==> src/rtl/mem_port_arbiter_pkg.sv <==
// Shared constants, enable encodings and arbiter state type for the
// memory-port arbiter.
package mem_port_arbiter_pkg;

    localparam int CORE_COUNT = 4;
    localparam int CORE_ID_W  = 2;
    localparam int REG_WIDTH  = 8;

    localparam logic [1:0] EN_IDLE = 2'b00;
    localparam logic [1:0] EN_LD   = 2'b01;
    localparam logic [1:0] EN_ST   = 2'b10;

    typedef enum logic {
        ST_IDLE = 1'b0,
        ST_BUSY = 1'b1
    } arb_state_t;

    // 2'b11 is deliberately not a request.
    function automatic logic is_req(input logic [1:0] en);
        return (en == EN_LD) || (en == EN_ST);
    endfunction

endpackage

==> src/rtl/mem_port_arbiter_rr_pick.sv <==
// Combinational round-robin picker: first asserted request at or after
// rr_ptr, wrapping modulo CORE_COUNT.
module mem_port_arbiter_rr_pick #(
    parameter int CORE_COUNT = 4,
    parameter int IDX_W      = 2
) (
    input  logic [CORE_COUNT-1:0] req,
    input  logic [IDX_W-1:0]      rr_ptr,
    output logic                  valid,
    output logic [IDX_W-1:0]      index
);

    function automatic int wrap_index(input int base, input int k);
        return (base + k) % CORE_COUNT;
    endfunction

    // Scan from the farthest offset down so the nearest match is written last.
    always_comb begin
        valid = 1'b0;
        index = '0;
        for (int k = CORE_COUNT - 1; k >= 0; k--) begin
            if (req[wrap_index(int'(rr_ptr), k)]) begin
                valid = 1'b1;
                index = IDX_W'(wrap_index(int'(rr_ptr), k));
            end
        end
    end

endmodule

==> src/rtl/mem_port_arbiter.sv <==
// Round-robin arbiter sharing one data-memory port among CORE_COUNT cores,
// with per-access watchdog abort and sticky timeout flag.
module mem_port_arbiter #(
    parameter int CORE_COUNT   = mem_port_arbiter_pkg::CORE_COUNT,
    parameter int REG_WIDTH    = mem_port_arbiter_pkg::REG_WIDTH,
    parameter int CORE_ID_W    = mem_port_arbiter_pkg::CORE_ID_W,
    parameter int TIMEOUT      = 255,
    localparam int ADDR_WIDTH  = CORE_ID_W + REG_WIDTH
) (
    input  logic                             clk,
    input  logic                             reset,
    input  logic [2*CORE_COUNT-1:0]          enable_M,
    input  logic [ADDR_WIDTH*CORE_COUNT-1:0] addr_M,
    input  logic [REG_WIDTH*CORE_COUNT-1:0]  wr_data_M,
    output logic [REG_WIDTH*CORE_COUNT-1:0]  rd_data_M,
    output logic [CORE_COUNT-1:0]            ready_M,
    output logic [1:0]                       mem_enable,
    output logic [ADDR_WIDTH-1:0]            mem_addr,
    output logic [REG_WIDTH-1:0]             mem_wr_data,
    input  logic [REG_WIDTH-1:0]             mem_rd_data,
    input  logic                             mem_ready,
    output logic                             timeout_err
);
    import mem_port_arbiter_pkg::*;

    localparam int IDX_W  = $clog2(CORE_COUNT);
    localparam int WDOG_W = 8;

    arb_state_t            state;
    arb_state_t            state_next;
    logic [IDX_W-1:0]      grant;
    logic [IDX_W-1:0]      grant_inc;
    logic [IDX_W-1:0]      rr_ptr;
    logic [IDX_W-1:0]      pick_index;
    logic                  pick_valid;
    logic [WDOG_W-1:0]     wdog;
    logic [CORE_COUNT-1:0] req;
    logic                  start;
    logic                  finish;
    logic                  abort;

    always_comb begin
        for (int i = 0; i < CORE_COUNT; i++) begin
            req[i] = is_req(enable_M[2*i +: 2]);
        end
    end

    mem_port_arbiter_rr_pick #(
        .CORE_COUNT (CORE_COUNT),
        .IDX_W      (IDX_W)
    ) u_rr_pick (
        .req    (req),
        .rr_ptr (rr_ptr),
        .valid  (pick_valid),
        .index  (pick_index)
    );

    assign grant_inc = (grant == IDX_W'(CORE_COUNT - 1)) ? '0 : grant + 1'b1;

    always_ff @(posedge clk or negedge reset) begin
        if (!reset) begin
            state <= ST_IDLE;
        end else begin
            state <= state_next;
        end
    end

    // Completion lanes are driven straight from mem_ready so the core sees
    // ready_M in the same cycle the memory finishes.
    always_comb begin
        state_next = state;
        start      = 1'b0;
        finish     = 1'b0;
        abort      = 1'b0;
        ready_M    = '0;
        rd_data_M  = '0;
        case (state)
            ST_IDLE: begin
                if (pick_valid) begin
                    start      = 1'b1;
                    state_next = ST_BUSY;
                end
            end
            ST_BUSY: begin
                if (mem_ready) begin
                    finish         = 1'b1;
                    ready_M[grant] = 1'b1;
                    if (mem_enable == EN_LD) begin
                        rd_data_M[REG_WIDTH*grant +: REG_WIDTH] = mem_rd_data;
                    end
                    state_next = ST_IDLE;
                end else if (wdog == WDOG_W'(TIMEOUT - 1)) begin
                    finish         = 1'b1;
                    abort          = 1'b1;
                    ready_M[grant] = 1'b1;
                    state_next     = ST_IDLE;
                end
            end
        endcase
    end

    always_ff @(posedge clk or negedge reset) begin
        if (!reset) begin
            grant       <= '0;
            rr_ptr      <= '0;
            wdog        <= '0;
            mem_enable  <= EN_IDLE;
            mem_addr    <= '0;
            mem_wr_data <= '0;
            timeout_err <= 1'b0;
        end else begin
            if (start) begin
                grant       <= pick_index;
                mem_enable  <= enable_M[2*pick_index +: 2];
                mem_addr    <= addr_M[ADDR_WIDTH*pick_index +: ADDR_WIDTH];
                mem_wr_data <= wr_data_M[REG_WIDTH*pick_index +: REG_WIDTH];
                wdog        <= '0;
            end else if (finish) begin
                rr_ptr     <= grant_inc;
                mem_enable <= EN_IDLE;
                wdog       <= '0;
                if (abort) begin
                    timeout_err <= 1'b1;
                end
            end else if (state == ST_BUSY) begin
                wdog <= wdog + 1'b1;
            end
        end
    end

endmodule

==> config.mk <==
export PLATFORM = sky130hd
export DESIGN_NAME = mem_port_arbiter
export DESIGN_NICKNAME = d
export VERILOG_FILES = /design/src/rtl/mem_port_arbiter_pkg.sv /design/src/rtl/mem_port_arbiter_rr_pick.sv /design/src/rtl/mem_port_arbiter.sv
export SDC_FILE = /design/constraint.sdc
export NUM_CORES = 1
export LEC_CHECK = 0
export ABC_AREA = 0
export CAP_MARGIN = 20
export CELL_PAD_IN_SITES_DETAIL_PLACEMENT = 2
export CELL_PAD_IN_SITES_GLOBAL_PLACEMENT = 2
export CORE_MARGIN = 3
export CORE_UTILIZATION = 21
export CTS_CLUSTER_DIAMETER = 40
export DETAILED_ROUTE_END_ITERATION = 6
export PLACE_DENSITY_LB_ADDON = 0.25
export SYNTH_ARGS = -nofsm -noshare
export SYNTH_HDL_FRONTEND = slang
export SYNTH_HIERARCHICAL = 1
export SYNTH_SLANG_ARGS = --single-unit
==> constraint.sdc <==
create_clock -name clk -period 2.5 [get_ports clk]
set_input_delay 0.625 -clock clk [delete_from_list [all_inputs] [get_ports clk]]
set_output_delay 0.625 -clock clk [all_outputs]
set_load 0.05 [all_outputs]
==> results.py <==
metrics = {
    "cts": {
        "cts_root_buf": "clkbuf_16",
        "cts_tree": "built",
        "cts_hold_buffers": 0,
        "cts_htree_levels": 2,
        "clk_latency_ns": 0.28,
        "cts_sinks": 34,
        "cts.clk_slew.worst_paths_ns": 0.06,
        "clk_path_buf_depth": 2,
        "cts_inserted_buffers": 5,
    },
    "route": {
        "antenna_left": 0,
        "drc": 0,
        "routed_wl_mm": 10.6,
        "vias": 2579,
        "vias_per_cell": 4.57,
        "drtIter0Drc": 91,
        "avgRoutedWirePerCell_um": 18.8,
        "dr.pass1.iters": 4,
    },
    "synth": {
        "ys_seq_area_frac": 0.341,
        "netlist_top_cells_area": "dfrtp_1 (34%), mux4_2 (18%), nand2_1 (10%), and2_1 (9.0%), ha_1 (4.0%)",
        "syn_area_um2": 2500,
        "synth_flop_cell": "dfrtp_1",
        "syn_inst": 246,
        "synth_compound_area_frac": 0.0741,
        "synth_edf_count": 0,
        "yosysTopAreaCellShare": 0.341,
        "synth_nets": 345,
        "ys_ff_latch": 34,
        "synth_top_family_by_area": "simple AND/OR/NAND/NOR gates",
        "synth_xor_area_frac": 0.0245,
        "synthDistinctLibCells": 39,
        "synthAdderAreaFrac": 0.0401,
        "syn_avg_cell_area_um2": 10.2,
        "yosys.area_share.simple": 0.296,
        "synthArstFlopShare": 1.00,
        "synth_warnings": 6,
        "synth_mux_area_frac": 0.193,
        "synth_top_area_cell": "dfrtp_1",
    },
    "sta": {
        "fmax_mhz": 404,
        "rsz0062_at_grt": "yes",
        "final-setup-viol-count": 0,
        "post-route-min-period_ns": 2.47,
        "whs_ns": 0.452,
        "hold_viol_final": 0,
        "skew_ns": 0.00570,
        "slew_viol_final": 0,
        "maxSlewHeadroom": 0.443,
        "final.setup.tns_ns": 0,
        "period_share": 0.989,
        "tightest_slew_ns": 0.835,
    },
    "placed_design": {
        "hpwl_mm": 8.35,
        "port_buffers": 147,
        "postPlaceCellArea_um2": 4670,
        "place.gp.congestion": 0.754,
    },
    "critical_path": {
        "crit_type": "flip-flop to primary output",
        "slowest_stage": "dfrtp_1",
        "cp-start-kind": "flip-flop",
        "arrival_ns": 1.85,
        "required_ns": 1.88,
        "max_stage_delay_ns": 0.42,
        "end_kind": "primary output",
        "cp_cell_sequence": "inv_4, ha_4, nand2b_4, nor4_4, buf_6, and2_2, buf_12",
        "r2r-start": "rr_ptr[1]$_DFFE_PN0P_",
        "worst-path-buf-inv": 3,
        "cp_top_family": "simple AND/OR/NAND/NOR gates",
        "cp_max_fo": 8,
        "cp-startpoint": "grant[0]$_DFFE_PN0P_",
    },
    "pwr": {
        "power_density_nw_per_um2": 801,
        "vdd_drop_max_uv": 395,
        "leakagePower_nw": 2.17,
    },
    "global_route": {
        "grtUsageTotal": 0.160,
        "grt_pass1_vias": 3011,
        "grt_remaining_overflow": 0,
        "antenna_found_initial": 0,
        "grt_start_max_net_pins": 35,
        "grt_first_pass_wirelength_mm": 16.4,
    },
    "floorplanning": {
        "fp-row-count": 39,
        "floorplan.initialDensity": 0.217,
        "die_h_um": 115,
        "die_area_um2": 13200,
        "io_pins": 148,
        "die_w_um": 115,
        "fp.coreArea_um2": 11500,
    },
    "run_status": {
        "status": "finished clean",
    },
    "final_layout": {
        "num_antenna_cells": 0,
        "syn2layout_area_growth_pct": 104,
        "drive_gt1_frac": 0.363,
        "nets": 519,
        "final_area_um2": 5090,
    },
    "min_path": {
        "holdCritPathClass": "primary input to asynchronous set/reset pin",
    },
    "run": {
        "maxCapViolCount": 0,
    },
}
-- area by class of cell --
class,instances,area [µm²]
tap,143,179
inverter,4,17.5
clock buffer,7,133
sequential,34,851
timing repair buffer,178,2130
clock inverter,1,30.0
fill,1162,6420
multi-input combinational,197,1750
-- state kept, by name (all words and copies together), names as in the netlist --
| name | count |
|---|---|
| grant | 2 |
| mem_addr | 10 |
| mem_enable | 2 |
| mem_wr_data | 8 |
| rr_ptr | 2 |
| state | 1 |
| timeout_err | 1 |
| wdog | 8 |
-- kinds of logic after synthesis --
logic type / count (synthesis)
simple gates: 133
mux: 23
xor+xnor: 7
buf+inv: 15
compound gates: 26
fa+ha+maj: 8
flops: 34
-- where the power goes --
group	leakage [nW]	switching, mW	internal [mW]
Sequential	0.430	0.146	0.726
Combinational	1.66	1.33	1.17
Clock	0.0781	0.234	0.471
-- Yosys cell counts (2+ instances only) --
| cell type | n |
|---|---|
| a21oi_1 | 4 |
| a22oi_1 | 3 |
| and2_1 | 36 |
| buf_2 | 5 |
| buf_4 | 2 |
| clkbuf_1 | 3 |
| dfrtp_1 | 34 |
| ha_1 | 8 |
| inv_1 | 3 |
| mux2_1 | 2 |
| mux4_2 | 20 |
| nand2_1 | 69 |
| nand2b_1 | 4 |
| nand3_1 | 2 |
| nor2_1 | 8 |
| nor2b_1 | 2 |
| nor4_4 | 3 |
| o21ai_0 | 9 |
| or3_1 | 3 |
| xor2_1 | 7 |
-- final timing paths --
| kind | endpoint | slack, ns | cells after the start |
|---|---|---|---|
| worst min-delay path | timeout_err$_DFFE_PN0P_ | 0.45 | 1 |
| max in group asynchronous | wdog[1]$_DFFE_PN0P_ | 1.52 | 1 |
| worst max register to register | mem_addr[1]$_DFFE_PN0P_ | 0.35 | 8 |
| min in group clk | timeout_err$_DFFE_PN0P_ | 0.46 | 1 |
| worst max-delay path | rd_data_M[24] | 0.03 | 7 |
| worst min register to register | timeout_err$_DFFE_PN0P_ | 0.46 | 1 |
-- per-layer routing --
metal / GRT usage / wire [µm] / vias to the layer above
met5: 0 / 0 / -
met4: 0.0305 / 155 / 0
met3: 0.0347 / 464 / 11
met2: 0.301 / 5880 / 65
met1: 0.187 / 4110 / 1308
li1: - / - / 1195
-- timing repair --
item	in CTS	in global routing
setup endpoints to repair	56	56
pin swaps	4	2
gates cloned	1	0
setup buffers	6	0
resized for setup	24	38
-- worst register-to-register path, cell delays in order (launching register included) --
cell	delay, ns
dfrtp_1	0.51
nand2b_1	0.15
a21oi_1	0.10
a211oi_4	0.29
buf_4	0.17
buf_12	0.15
mux4_2	0.52
nand2_1	0.09
nand2_1	0.06
-- placed cells by master (no fill, tap or decap), types with 2 or more instances in the layout --
master / count
xor2_2: 4
mux2_1: 2
clkdlybuf4s50_1: 102
a21oi_1: 4
ha_4: 3
ha_1: 4
o21ai_0: 9
inv_1: 2
buf_6: 5
dlymetal6s2s_1: 3
clkbuf_16: 5
buf_12: 38
buf_4: 23
and2_1: 8
nand3_1: 2
nor4_4: 3
nand2_2: 2
or3_1: 3
dfrtp_1: 34
xor2_1: 3
nand2_1: 67
and2_4: 27
nor2_1: 7
a22oi_1: 3
clkbuf_1: 2
dlygate4sd2_1: 4
nand2b_1: 3
mux4_2: 20
-- metrics by stage --
step / setup slack, ns / std cells / power (mW) / utilization
2_1_floorplan: 0.0375 / 246 / 2.24 / -
3_3_place_gp: -0.402 / 549 / 3.09 / 0.405
3_5_place_dp: -0.485 / 549 / 3.15 / 0.405
4_1_cts: 0.00164 / 564 / 4.05 / 0.432
5_1_grt: -0.0426 / 564 / 4.32 / 0.442
6_report: 0.0276 / 564 / 4.08 / 0.442
Power figures use the tool's default switching activity.
